==> src/rtl/snes_pad_pkg.sv <==
// ============================================================================
//  Module   : snes_pad_pkg
//  Brief    : Shared constants and types for the SNES pad port responder.
//  Revision : 1.0 - initial release
// ============================================================================
`default_nettype none

package snes_pad_pkg;

    localparam int BTN_B      = 0;
    localparam int BTN_Y      = 1;
    localparam int BTN_SELECT = 2;
    localparam int BTN_START  = 3;
    localparam int BTN_UP     = 4;
    localparam int BTN_DOWN   = 5;
    localparam int BTN_LEFT   = 6;
    localparam int BTN_RIGHT  = 7;
    localparam int BTN_A      = 8;
    localparam int BTN_X      = 9;
    localparam int BTN_L      = 10;
    localparam int BTN_R      = 11;

    localparam int          NUM_BTNS  = 12;
    localparam int          NUM_PADS  = 4;
    localparam int          WORD_BITS = 16;
    localparam int          CNT_W     = 5;
    localparam logic [3:0]  PAD_ID    = 4'b0000;
    localparam logic [CNT_W-1:0] CNT_SAT = CNT_W'(WORD_BITS);

    typedef enum logic {
        PAD_STD  = 1'b0,
        PAD_MTAP = 1'b1
    } pad_mode_e;

endpackage

`default_nettype wire

==> src/rtl/snes_pad_shifter.sv <==
// ============================================================================
//  Module   : snes_pad_shifter
//  Brief    : One pad channel: latched 16-bit word plus saturating bit counter.
//  Revision : 1.0 - initial release
// ============================================================================
`default_nettype none

module snes_pad_shifter
    import snes_pad_pkg::*;
(
    input  logic                mclk,
    input  logic                rst,
    input  logic                load,
    input  logic                adv,
    input  logic [NUM_BTNS-1:0] buttons,
    output logic                bit_out
);

    logic [WORD_BITS-1:0] word_q, word_d;
    logic [CNT_W-1:0]     cnt_q,  cnt_d;

    always_comb begin
        word_d = word_q;
        cnt_d  = cnt_q;
        if (load) begin
            word_d = {PAD_ID, buttons};
            cnt_d  = '0;
        end else if (adv && (cnt_q < CNT_SAT)) begin
            cnt_d = cnt_q + CNT_W'(1);
        end
    end

    // Looks at the post-update position so the registered pin in the parent
    // shows the new bit exactly one mclk after the causing cycle.
    always_comb begin
        bit_out = (cnt_d >= CNT_SAT) ? 1'b1 : word_d[cnt_d[3:0]];
    end

    always_ff @(posedge mclk) begin
        if (rst) begin
            word_q <= '0;
            cnt_q  <= '0;
        end else begin
            word_q <= word_d;
            cnt_q  <= cnt_d;
        end
    end

endmodule

`default_nettype wire

==> src/rtl/snes_pad_port.sv <==
// ============================================================================
//  Module   : snes_pad_port
//  Brief    : SNES controller-port responder (standard pad or 4-pad multitap).
//  Revision : 1.0 - initial release
// ============================================================================
`default_nettype none

module snes_pad_port
    import snes_pad_pkg::*;
(
    input  logic                         mclk,
    input  logic                         rst,
    input  logic                         mode,
    input  logic [NUM_PADS*NUM_BTNS-1:0] pads,
    input  logic                         joy_strb,
    input  logic                         joy_clk,
    input  logic                         joy_p6,
    output logic [1:0]                   joy_di
);

    pad_mode_e           mode_q, mode_d;
    logic                clk_prev_q;
    logic [1:0]          joy_di_q, joy_di_d;
    logic                clk_rise;
    logic                adv_a, adv_b;
    logic [NUM_PADS-1:0] pad_bit;
    logic [1:0]          logical;

    assign clk_rise = joy_clk & ~clk_prev_q;
    assign mode_d   = joy_strb ? pad_mode_e'(mode) : mode_q;
    assign adv_a    = clk_rise & ~joy_strb & ((mode_q == PAD_STD) | joy_p6);
    assign adv_b    = clk_rise & ~joy_strb & (mode_q == PAD_MTAP) & ~joy_p6;

    generate
        for (genvar i = 0; i < NUM_PADS; i++) begin : g_pad
            snes_pad_shifter u_shifter (
                .mclk    (mclk),
                .rst     (rst),
                .load    (joy_strb),
                .adv     ((i < 2) ? adv_a : adv_b),
                .buttons (pads[i*NUM_BTNS +: NUM_BTNS]),
                .bit_out (pad_bit[i])
            );
        end
    endgenerate

    always_comb begin
        logical = {1'b0, pad_bit[0]};
        if (mode_d == PAD_MTAP) begin
            if (joy_strb) begin
                logical = {1'b1, pad_bit[0]};
            end else if (joy_p6) begin
                logical = {pad_bit[1], pad_bit[0]};
            end else begin
                logical = {pad_bit[3], pad_bit[2]};
            end
        end
        joy_di_d = ~logical;
    end

    // clk_prev resets high so a joy_clk already high after reset is not an edge.
    always_ff @(posedge mclk) begin
        if (rst) begin
            mode_q     <= PAD_STD;
            clk_prev_q <= 1'b1;
            joy_di_q   <= 2'b11;
        end else begin
            mode_q     <= mode_d;
            clk_prev_q <= joy_clk;
            joy_di_q   <= joy_di_d;
        end
    end

    assign joy_di = joy_di_q;

endmodule

`default_nettype wire

==> config.mk <==
export PLATFORM = sky130hd
export DESIGN_NAME = snes_pad_port
export DESIGN_NICKNAME = d
export VERILOG_FILES = /design/src/rtl/snes_pad_pkg.sv /design/src/rtl/snes_pad_shifter.sv /design/src/rtl/snes_pad_port.sv
export SDC_FILE = /design/constraint.sdc
export NUM_CORES = 1
export LEC_CHECK = 0
export BUFFER_PORTS_ARGS = -buffer_cell sky130_fd_sc_hd__buf_2
export CAP_MARGIN = 20
export CORE_ASPECT_RATIO = 1.2
export CORE_MARGIN = 2
export CORE_UTILIZATION = 40
export CTS_BUF_LIST = sky130_fd_sc_hd__clkbuf_2
export DETAILED_ROUTE_END_ITERATION = 6
export SYNTH_ARGS = -nofsm -noshare
export SYNTH_HDL_FRONTEND = slang
export SYNTH_SLANG_ARGS = --single-unit
==> constraint.sdc <==
create_clock -name mclk -period 3.11 [get_ports mclk]
set_input_delay 0.1555 -clock mclk [delete_from_list [all_inputs] [get_ports mclk]]
set_output_delay 0.1555 -clock mclk [all_outputs]
set_load 0.02 [all_outputs]
After elaboration in Yosys (flattened, before gate mapping):

Index checks and enable logic that the tools add are counted.
W data, S select, Z words.

* register bits after elaboration: 88
* bits in latches: 0
* RAM bits: 0
* bits in read-only memories: 0
* input port bits: 54
* output and inout port bits: 2
* word-level logic and storage cells: 70
* memories kept: 0

* add/sub/neg operators: 4
* multipliers: 0
* div/mod/pow operators: 0
* $lt $le $gt $ge: 12
* eq/ne operators: 0
* shifts and indexed selects: 0
* muxes and demuxes: 28
* bitwise operators: 11
* reductions and logical operators: 4

Operators by type and width (number)
* $mux W16: 4
* $mux W5: 8
* $add A5 B1 Y5 const B: 4
* $ge A5 B5 Y1 const B: 4
* $lt A4 B5 Y1 const B: 4
* $lt A5 B5 Y1 const B: 4
* $bmux W1 S4: 4
* $mux W1: 9
* $mux W2: 3
* $and A1 B1 Y1: 5
* $logic_and A1 B1 Y1: 4
* $not A1 Y1: 4
* $not A2 Y2: 1
* $or A1 B1 Y1: 1

Depth between registers and ports, before layout:

Gate-level depths: netlist of the first run.

* depth after elaboration: 15
* mapped depth: 9
* gate-level depth less buffers: 8

By module:

A second synthesis of the first run with hierarchy kept.

* cell total of the unflattened synthesis: 490
* area total of the unflattened synthesis: 4469.3 sq um

By module, submodules not included
* snes_pad_shifter: times used 4, cells each 118, area an instance 1071.0 sq um, seq. area each 420.4 sq um
* snes_pad_port: times used 1, cells each 18, area an instance 185.2 sq um, seq. area each 80.1 sq um

Worst setup path after synthesis of the first run:

OpenSTA, ideal clock, no wires.

* kind: register -> register
* start: reg mode_q
* end: reg joy_di_q[0] (netlist: joy_di[0])
* library setup time: 0.131 ns
* arrival: 2.061 ns
* data required time: 2.979 ns
* slack: 0.918 ns
* cell stages (with the launch flop): 10
* buffers on the path: 2
* clock period less this slack: 2.192 ns
* cells stage by stage: dfxtp_1 -> nor2b_1 -> buf_2 -> or3_1 -> buf_4 -> nor2_2 -> mux2_2 -> a221o_1 -> a31oi_1 -> o311ai_1

* longest elaborated chain between the ends: 13
* elaborated cells between the ends (all ways): 24
* those cells by class: order compare: 2; mux: 14; bitwise: 6; reduce/logical: 2

Ends and longest elaborated chain
* from (decl): RTL line snes_pad_port.sv:21 `pad_mode_e mode_q, mode_d;`
* from (signal assigned): RTL line snes_pad_port.sv:68 `mode_q <= mode_d;`
* $not A1 Y1: RTL line snes_pad_port.sv:31 `assign adv_a = clk_rise & ~joy_strb & ((mode_q == PAD_STD) | joy_p6);`
* $or A1 B1 Y1: RTL line snes_pad_port.sv:31
* $and A1 B1 Y1: RTL line snes_pad_port.sv:31
* $logic_and A1 B1 Y1: RTL line snes_pad_shifter.sv:28 `end else if (adv && (cnt_q < CNT_SAT)) begin`
* $mux W5: RTL line snes_pad_shifter.sv:28
* $mux W5: RTL line snes_pad_shifter.sv:25 `if (load) begin`
* $bmux W1 S4: RTL line snes_pad_shifter.sv:36 `bit_out = (cnt_d >= CNT_SAT) ? 1'b1 : word_d[cnt_d[3:0]];`
* $mux W1 (implied by the code): RTL line snes_pad_shifter.sv:36
* $mux W1: RTL line snes_pad_shifter.sv:36
* $mux W2: RTL line snes_pad_port.sv:52 `end else if (joy_p6) begin`
* $mux W2: RTL line snes_pad_port.sv:50 `if (joy_strb) begin`
* $mux W2 (*): RTL line snes_pad_port.sv:49 `if (mode_d == PAD_MTAP) begin`
* $not A2 Y2 (*): RTL line snes_pad_port.sv:58 `joy_di_d = ~logical;`
* to (signal assigned): RTL line snes_pad_port.sv:70 `joy_di_q <= joy_di_d;`
* to (decl): RTL line snes_pad_port.sv:23 `logic [1:0] joy_di_q, joy_di_d;`

Every way passes the cells marked *; elsewhere a longest branch is shown, timed or not. The select of a mux whose other input is x is not followed.
A chain may end at the register's enable or synchronous reset.

Final worst setup path of the first run:

Ends and elaborated chain as after synthesis.

==> reports/qor.csv, run 1 <==
stage;metric;value;unit
synthesis;synth_cells;470;
grt;gr-total-overflow;0;
sta;finalCriticalPeriod;2.68;ns
drt;drtIter0Drc;143;
drt;drtPass1Iterations;4;
synthesis;synth_top_area_share;41.4;%
setup_path;cp-end-kind;register;
floorplan;die_x;98.1;µm
place;port_buffers;55;
synthesis;async_reset_ff_share;0;%
synthesis;syn_nets;528;
sta;tightest_slew;0.961;ns
sta;drv_slew;0;
finish;final_cell_mix;88 x dfxtp_1, 73 x nor2_1, 61 x mux2i_1;
outcome;outcome;complete, no violations;
cts;cts_tree;yes;
synthesis;synth_ff_type;dfxtp_1;
grt;grt_pass1_vias;3589;
pwr;ir_drop;0.220;mV
sta;finalHoldViolCount;0;
finish;instances_no_fill;699;
cts;clockBufferDepth;2;
finish;antennaDiodeCount;0;
setup_path;crit_family;simple AND/OR/NAND/NOR gates;
drt;vias;3648;
setup_path;critPathRequiredTime;3.56;ns
setup_path;cp-start-kind;register;
finish;fillers;1013;
synthesis;synth_edf_count;0;
cts;clkTransAtPathRegs;0.22;ns
grt;grt_max_degree;41;
setup_path;slowest_stage;nor2b_1;
flow_run;cap_violations;0;
cts;post-cts-setup-buffer-count;0;
sta;fmax;373;MHz
synthesis;yosysWarnings;0;
setup_path;max_stage_delay;0.57;ns
floorplan;ios;56;
cts;cts_root_buffer;clkbuf_2;
setup_path;cp.arrival;3.13;ns
grt;grtUsageTotal;17.9;%
place;globalplace.congestion;0.897;
drt;drc;0;
synthesis;ys_seq_area_share;41.4;%
cts;clock-sinks;88;
cts;worstSkewPairLatency;0.54;ns
synthesis;ys_types;60;
place;dp_cells;632;
grt;antenna_found_initial;0;
sta;setup_tns;0;ns
setup_path;critPathMaxFanout;10;
drt;antenna_left;0;
floorplan;core_area;10400;µm²
drt;post_drt_wl_per_cell;14.1;µm
cts;cts_buffers;9;
finish;final_area;5230;µm²
setup_path;setup.worst_path.class;reg2reg;
synthesis;yosys.area.top_type;dfxtp_1;
min_path;hp-class;in2reg;
floorplan;start_util;40.8;%
sta;fin_crit_sh;86.2;%
pwr;powerDensity;383;nW/µm²
drt;via_per_inst;5.22;
sta;skew;0.0250;ns
setup_path;crit_path_cell_trace;nor2b_1 -> or3_1 -> mux2i_4 -> o21ai_0 -> a221o_1 -> a31oi_1 -> o311ai_1;
floorplan;die_h;117;µm
drt;drt_wl_total;9820;µm
setup_path;critPathBufInv;0;
synthesis;ys_ff_latch;88;
finish;num-nets-final;624;
synthesis;synth_area_leaders;dfxtp_1 41%, mux2i_1 14%, nor2_1 6.4%, and2_1 2.9%, nand2_1 2.9%;
pwr;power.leakage;2.18;nW
cts;ctsHtreeMaxLevel;3;
floorplan;die-area;11500;µm²
sta;rsz0062_at_grt;no;
synthesis;syn_area_per_cell;9.05;µm²
finish;drive_gt1_share;16.5;%
place;dpl.hpwl;6760;µm
finish;area_growth;22.9;%
sta;hold_ws;0.143;ns
grt;grt_pass1_wl;16500;µm
sta;setup_violations;0;
floorplan;core.rowCount;41;
finish;layout.cells.most_common;dfxtp_1;
place;postPlaceCellArea;4610;µm²
sta;slew-limit-headroom;35.7;%
synthesis;netlist_area;4250;µm²
finish;utilization;50.2;%
-- worst paths after layout --
path,from,end,slack [ns],cells past startpoint
worst max-delay path,mode_q,joy_di[0],0.43,7
worst min register to register,g_pad[3].u_shifter.word_q[15],g_pad[3].u_shifter.word_q[15],0.48,1
worst max register to register,mode_q,joy_di[0],0.43,7
worst min-delay path,joy_p6,joy_di[1],0.14,5
-- sequential cells by signal, indices dropped and copies added (netlist names) --
| signal | cells |
|---|---|
| clk_prev_q | 1 |
| g_pad.u_shifter.word_q | 64 |
| g_pad.u_shifter.cnt_q | 20 |
| joy_di | 2 |
| mode_q | 1 |
-- per-layer routing --
layer  GRT usage (%)  routed length, µm  vias up
met5               0                  0        -
met4            7.13                104        0
met3            3.50                375        9
met2            31.8               4830       71
met1            21.3               4520     1700
li1                -                  -     1868
-- report_power, final --
| group | switching (mW) | internal (mW) |
|---|---|---|
| combinational | 0.123 | 0.140 |
| sequential | 0.0248 | 1.17 |
| clock | 0.366 | 0.178 |
-- worst min-delay path, stage by stage --
cell	delay, ns
buf_2	0.13
nand3_1	0.12
nor2b_1	0.06
o211ai_1	0.10
nand4_1	0.08
-- kinds of logic after synthesis --
kind of cell | Yosys count | synth area share (%)
AO/OA/AOI/OAI | 78 | 12.7
XOR/XNOR | 7 | 1.44
adder cells (fa/ha/maj) | 4 | 1.18
buffers and inverters | 33 | 3.41
flip-flops | 88 | 41.4
multiplexers | 72 | 18.1
AND/OR/NAND/NOR | 188 | 21.8
-- synthesized netlist by cell type, types with 2 or more instances --
cell type	number
o22ai_1	2
a21oi_1	16
nor2b_1	7
nor2_1	73
nor3_1	7
o211ai_1	4
mux2_2	7
a211o_1	3
o41a_1	2
or4_1	3
buf_2	8
xor2_1	5
and2_1	20
inv_1	6
ha_1	4
o31ai_1	3
dfxtp_1	88
a21boi_0	3
and3_1	6
clkbuf_1	13
xnor2_1	2
o21ai_0	11
nand3_1	9
a211oi_1	10
mux2i_4	2
or3_1	4
a41oi_1	3
nand2b_1	3
mux2i_1	61
a31oi_1	4
o21ai_1	3
nor4_1	6
nand2_1	33
o311ai_1	2
or2_2	2
buf_1	4
a2111oi_0	2
o211a_1	2
nand4_1	5
a31o_2	2
-- final cells by class --
type / count / area, µm² / area share (%)
clock buffer: 10 / 50.0 / 0.958
sequential: 88 / 1760 / 33.7
tap: 129 / 161 / 3.09
inverter: 6 / 22.5 / 0.431
multi-input combinational: 349 / 2340 / 44.9
timing repair buffer: 112 / 836 / 16.0
clock inverter: 5 / 48.8 / 0.934
-- per-stage QoR --
step | setup slack (ns) | total power [mW]
CTS | 0.443 | 2.03
floorplan | 0.918 | 1.36
detailed placement | 0.468 | 1.43
finish | 0.429 | 2.00
global route | 0.225 | 2.11
global placement | 0.517 | 1.43
-- timing repair --
action                                 in CTS  in global routing
endpoints found under the hold margin      51                  0
resized for setup                           0                  0
hold buffers                               52                  0
Power figures use the tool's default switching activity.
==> run 2: changes to the inputs <==
--- a/config.mk
+++ b/config.mk
@@ -10,7 +10,6 @@
 export CORE_ASPECT_RATIO = 1.2
 export CORE_MARGIN = 2
 export CORE_UTILIZATION = 40
-export CTS_BUF_LIST = sky130_fd_sc_hd__clkbuf_2
 export DETAILED_ROUTE_END_ITERATION = 6
 export SYNTH_ARGS = -nofsm -noshare
 export SYNTH_HDL_FRONTEND = slang
==> run 2 against run 1 <==
  * Clock-buffer cell count increased by 1
  * Combinational power fell by 19%
  * Cell count decreased by 7.4%
  * Core utilization fell by 3.2 points
  * Routed wire length decreased by 5.5%
  * Register-to-register slack is essentially flat
  * Non-clock buffer count fell by 52
  * Total power increased by 22%
  * First-iteration DRC count shrank 18%
  * Largest cell class unchanged
  * Largest power group unchanged
==> reports/qor.csv, run 2 (same netlist as run 1, synthesis figures left out) <==
stage;metric;value;unit;change
cts;cts_hold_buf;0;;-100%
finish;layout.cells.most_common;dfxtp_1;;
drt;via_per_inst;5.34;;+2.2%
drt;drt_wl_total;9280;µm;-5.5%
setup_path;max_stage_delay;0.58;ns;about the same
grt;grt_max_degree;41;;unchanged
drt;drtPass1Iterations;4;;unchanged
sta;finalCriticalPeriod;2.69;ns;+0.00516 ns
grt;antenna_found_initial;0;;unchanged
sta;setup_tns;0;ns;unchanged
grt;grt_pass1_wl;15700;µm;-5.0%
setup_path;reg2reg_depth;7;;unchanged
floorplan;core_area;10400;µm²;unchanged
place;dp_cells;632;;unchanged
sta;tightest_slew;0.957;ns;-0.00338 ns
sta;fin_crit_sh;86.4;%;+0.17 points
grt;gr-total-overflow;0;;unchanged
cts;post-cts-setup-buffer-count;0;;unchanged
finish;final_cell_mix;88 x dfxtp_1, 73 x nor2_1, 61 x mux2i_1;;
setup_path;critPathMaxFanout;10;;unchanged
setup_path;setup.worst_path.class;reg2reg;;
pwr;powerDensity;500;nW/µm²;+30%
setup_path;cp-start-kind;register;;
sta;skew;0.00671;ns;-0.0183 ns
grt;grt_pass1_vias;3346;;-6.8%
cts;cts_root_buffer;clkbuf_16;;
min_path;hp-class;in2reg;;
setup_path;crit_family;simple AND/OR/NAND/NOR gates;;
drt;post_drt_wl_per_cell;14.3;µm;+2.1%
setup_path;cp.arrival;2.89;ns;-0.24 ns
grt;grtUsageTotal;16.9;%;-0.99 points
setup_path;critPathBufInv;0;;unchanged
finish;num-nets-final;572;;-8.3%
floorplan;die_h;117;µm;unchanged
sta;finalHoldViolCount;0;;unchanged
finish;largest-register;g_pad.u_shifter.word_q;;
sta;drv_slew;0;;unchanged
cts;clockBufferDepth;2;;unchanged
pwr;power.leakage;2.04;nW;-6.4%
cts;ctsHtreeMaxLevel;3;;unchanged
drt;vias;3452;;-5.4%
finish;antennaDiodeCount;0;;unchanged
finish;instances_no_fill;647;;-7.4%
cts;cts_resized;0;;unchanged
place;port_buffers;55;;unchanged
drt;drtIter0Drc;117;;-18%
setup_path;reg2reg_to;joy_di[0];;
setup_path;slowest_stage;nor2b_1;;
finish;area_growth;15.1;%;
place;postPlaceCellArea;4610;µm²;unchanged
setup_path;cp-endpoint;joy_di[0];;
place;globalplace.congestion;0.897;;unchanged
finish;final_area;4890;µm²;-6.3%
setup_path;crit_cells;7;;unchanged
floorplan;die_x;98.1;µm;unchanged
cts;clkTransAtPathRegs;0.06;ns;-0.16 ns
pwr;ir_drop;0.235;mV;+7.1%
floorplan;core.rowCount;41;;unchanged
setup_path;r2r_setup_slack;0.42;ns;about the same
flow_run;cap_violations;0;;unchanged
cts;clock-sinks;88;;unchanged
sta;fmax;372;MHz;-0.19%
setup_path;r2r_start;mode_q;;
drt;drc;0;;unchanged
sta;rsz0062_at_grt;no;;
floorplan;die-area;11500;µm²;unchanged
cts;worstSkewPairLatency;0.33;ns;-0.21 ns
setup_path;cp-end-kind;register;;
finish;drive_gt1_share;18.1;%;+1.7 points
drt;antenna_left;0;;unchanged
cts;cts_buffers;9;;unchanged
min_path;min_path_cells;3;;-2
setup_path;critPathRequiredTime;3.32;ns;-0.24 ns
sta;setup_violations;0;;unchanged
cts;cts_tree;yes;;
floorplan;ios;56;;unchanged
floorplan;start_util;40.8;%;unchanged
sta;slew-limit-headroom;35.9;%;+0.23 points
outcome;outcome;complete, no violations;;
setup_path;crit_path_cell_trace;nor2b_1 -> or3_1 -> mux2i_4 -> o21ai_0 -> a221o_1 -> a31oi_1 -> o311ai_1;;
place;dpl.hpwl;6760;µm;unchanged
setup_path;crit_start;mode_q;;
finish;largest_register_ff_count;64;;unchanged
==> run 2: cell type report <==
type                    instances  area [µm²]
inverters                       6        22.5
clock inverters                 4        45.0
well taps                     129         161
repair buffers                 60         315
fillers                      1045        5520
multi-input cells             349        2340
clock buffers                  11         243
flip-flops and latches         88        1760
==> run 2: worst register-to-register path, delay by kind of cell, from the launching register on <==
family / cells / cell delay, ns
multiplexers: 1 / 0.37
AND/OR/NAND/NOR: 2 / 1.03
AO/OA/AOI/OAI: 4 / 0.81
flip-flops: 1 / 0.36
==> run 2: worst min-delay path by stage <==
stage | from | end
floorplan | joy_clk | clk_prev_q
global placement | pads[45] | g_pad[3].u_shifter.word_q[9]
detailed placement | pads[11] | g_pad[0].u_shifter.word_q[11]
CTS | joy_clk | clk_prev_q
global route | pads[10] | g_pad[0].u_shifter.word_q[10]
finish | pads[25] | g_pad[2].u_shifter.word_q[1]
==> run 2: per-layer routing <==
layer,track usage (%),wire (µm),part of all wire (%),up-vias
met4,5.83,137,1.5,0
met2,29.2,4430,48,58
met3,3.44,349,3.8,10
met1,21.1,4370,47,1615
met5,0,0,0,-
li1,-,-,-,1769
==> run 2: power breakdown <==
| part | internal [mW] | switching [mW] | leakage [nW] |
|---|---|---|---|
| clock network | 0.635 | 0.406 | 0.145 |
| registers | 1.17 | 0.0247 | 0.719 |
| logic | 0.0975 | 0.115 | 1.18 |
==> run 2: metrics by stage <==
stage	setup slack [ns]	utilization (%)	hold WS, ns	total power, mW
floorplan	0.918	-	0.262	1.36
global placement	0.517	44.2	0.389	1.43
detailed placement	0.468	44.2	0.395	1.43
CTS	0.460	47.0	0.0472	2.48
global route	0.240	47.0	0.0557	2.55
finish	0.424	47.0	0.0516	2.45
==> run 3: changes to the inputs <==
--- a/config.mk
+++ b/config.mk
@@ -9,7 +9,7 @@
 export CAP_MARGIN = 20
 export CORE_ASPECT_RATIO = 1.2
 export CORE_MARGIN = 2
-export CORE_UTILIZATION = 40
+export CORE_UTILIZATION = 30
 export DETAILED_ROUTE_END_ITERATION = 6
 export SYNTH_ARGS = -nofsm -noshare
 export SYNTH_HDL_FRONTEND = slang
==> constraint.sdc (replaced) <==
create_clock -name mclk -period 3 [get_ports mclk]
set_input_delay 0.15 -clock mclk [delete_from_list [all_inputs] [get_ports mclk]]
set_output_delay 0.15 -clock mclk [all_outputs]
set_load 0.02 [all_outputs]
==> run 3 against run 2 <==
  * Clock-buffer cell count decreased by 1
  * Sequential cell count unchanged
  * Non-clock buffer count grew 1
  * Critical endpoint unchanged
  * Combinational power grew 5%
  * Clock power is 9.6% higher
  * Die area is 32% higher
  * First-iteration DRC count up 3.4%
==> reports/qor.csv, run 3 (same netlist as run 1, synthesis figures left out) <==
stage;metric;value;unit;change
finish;final_area;4970;µm²;+1.6%
setup_path;crit_path_cell_trace;nor2b_1 -> or3_1 -> mux2i_4 -> o21ai_0 -> a221o_1 -> a31oi_1 -> o311ai_1;;
cts;worstSkewPairLatency;0.34;ns;about the same
pwr;intPower;1.98;mW;+4.3%
setup_path;critPathBufInv;0;;unchanged
floorplan;die_h;134;µm;+15%
finish;largest_register_ff_count;64;;unchanged
floorplan;die_x;113;µm;+15%
pwr;powerDensity;524;nW/µm²;+4.7%
sta;finalWorstSetupSlack;0.334;ns;-0.0898 ns
drt;drtIter0Drc;121;;+3.4%
place;dp_cells;675;;+6.8%
sta;skew;0.00766;ns;+0.000951 ns
cts;cts_hold_buf;0;;unchanged
drt;vias;3499;;+1.4%
sta;fmax;375;MHz;+0.76%
setup_path;max_stage_delay;0.56;ns;-0.02 ns
cts;cts_root_buffer;clkbuf_16;;
flow_run;cap_violations;0;;unchanged
drt;drt_wl_total;9960;µm;+7.3%
cts;cts_resized;0;;unchanged
pwr;ir_drop;0.223;mV;-5.4%
place;globalplace.congestion;0.873;;-2.6%
place;dpl.hpwl;7300;µm;+7.9%
grt;grt_pass1_vias;3458;;+3.3%
min_path;hp-class;in2reg;;
drt;antenna_left;0;;unchanged
sta;setup_violations;0;;unchanged
drt;drc;0;;unchanged
grt;grtUsageTotal;13.7;%;-3.1 points
sta;fin_crit_sh;88.9;%;+2.5 points
sta;setup_tns;0;ns;unchanged
drt;post_drt_wl_per_cell;14.4;µm;+0.49%
floorplan;start_util;30.8;%;-10 points
cts;cts_buffers;9;;unchanged
pwr;sequentialPowerShare;47.5;%;-1.2 points
setup_path;critPathMaxFanout;10;;unchanged
sta;rsz0062_at_grt;no;;
cts;cts_tree;yes;;
pwr;power.leakage;2.04;nW;+0.21%
pwr;power;2.60;mW;+6.4%
finish;layout.cells.most_common;dfxtp_1;;
finish;largest-register;g_pad.u_shifter.word_q;;
drt;via_per_inst;5.06;;-5.1%
finish;instances_no_fill;691;;+6.8%
sta;finalHoldViolCount;0;;unchanged
floorplan;core_area;13800;µm²;+33%
finish;utilization;36.0;%;-11 points
outcome;outcome;complete, no violations;;
cts;clockBufferDepth;2;;unchanged
setup_path;cp-start-kind;register;;
place;port_buffers;55;;unchanged
pwr;switching_share;23.8;%;+1.5 points
cts;clkTransAtPathRegs;0.07;ns;about the same
floorplan;core.rowCount;47;;+15%
sta;slew-limit-headroom;37.8;%;+1.9 points
floorplan;ios;56;;unchanged
pwr;power_switching;0.621;mW;+14%
finish;drive_gt1_share;18.7;%;+0.51 points
grt;grt_util_met2;22.6;%;-6.6 points
pwr;comb_power_share;8.6;%;about the same
setup_path;slowest_stage;nor2b_1;;
finish;num-nets-final;573;;+0.17%
cts;clock-sinks;88;;unchanged
place;pre_cts_ws;0.352;ns;-0.116 ns
setup_path;cp-end-kind;register;;
setup_path;critPathRequiredTime;3.22;ns;-0.10 ns
sta;finalCriticalPeriod;2.67;ns;-0.0202 ns
cts;ctsHtreeMaxLevel;3;;unchanged
sta;hold_ws;0.0411;ns;-0.0105 ns
drt;drtPass1Iterations;4;;unchanged
setup_path;cp.arrival;2.88;ns;about the same
pwr;clockPowerShare;43.9;%;+1.3 points
grt;gr-total-overflow;0;;unchanged
place;postPlaceCellArea;4670;µm²;+1.3%
grt;grt_max_degree;49;;+20%
floorplan;die-area;15100;µm²;+32%
finish;antennaDiodeCount;0;;unchanged
grt;met3_usage;3.43;%;-0.0099 points
setup_path;setup.worst_path.class;reg2reg;;
cts;post-cts-setup-buffer-count;0;;unchanged
grt;grt_pass1_wl;16800;µm;+7.6%
grt;gr-usage-met1;17.1;%;-4.0 points
grt;grt-busiest-layer;met2;;
finish;area_growth;17.0;%;
sta;drv_slew;0;;unchanged
sta;tightest_slew;0.929;ns;-0.0283 ns
finish;final_cell_mix;88 x dfxtp_1, 73 x nor2_1, 61 x mux2i_1;;
grt;antenna_found_initial;0;;unchanged
setup_path;crit_family;simple AND/OR/NAND/NOR gates;;
run 3: cell count changes in the layout (fill, tap and decap cells not counted):
cell,change
clkinv_2,-2
clkinvlp_4,+2
buf_4,+1
clkbuf_1,-1
clkinv_4,+1
inv_6,+1
run 3: final timing paths:
path,startpoint,endpoint,slack (ns),cells after the start
min reg2reg,g_pad[2].u_shifter.word_q[15],g_pad[2].u_shifter.word_q[15],0.46,1
max,mode_q,joy_di[0],0.33,7
min,pads[40],g_pad[3].u_shifter.word_q[4],0.04,3
max reg2reg,mode_q,joy_di[0],0.33,7
run 3: power by group through the flow:
stage,clock [mW],combinational (mW),sequential [mW]
final,1.14,0.224,1.24
after global routing,1.22,0.253,1.24
after CTS,1.17,0.228,1.24
after detailed placement,0,0.227,1.26
after global placement,0,0.222,1.26
after floorplan,0,0.152,1.26
run 3: layer usage:
layer	share of wire [%]	routed length, µm
met3	5.5	551
met5	0	0
met1	44	4410
met2	47	4700
met4	3.0	301
run 3: layout make-up:
cell class,instances,area (µm²)
Tap cell,171,214
Timing Repair Buffer,61,323
Clock inverter,6,67.6
Inverter,6,22.5
Multi-Input combinational cell,349,2340
Clock buffer,10,239
Fill cell,1392,8850
Sequential cell,88,1760
run 3: worst register-to-register path, stage by stage, from the launching register on:
cell	delay (ns)
dfxtp_1	0.37
nor2b_1	0.56
or3_1	0.44
mux2i_4	0.36
o21ai_0	0.13
a221o_1	0.31
a31oi_1	0.24
o311ai_1	0.13
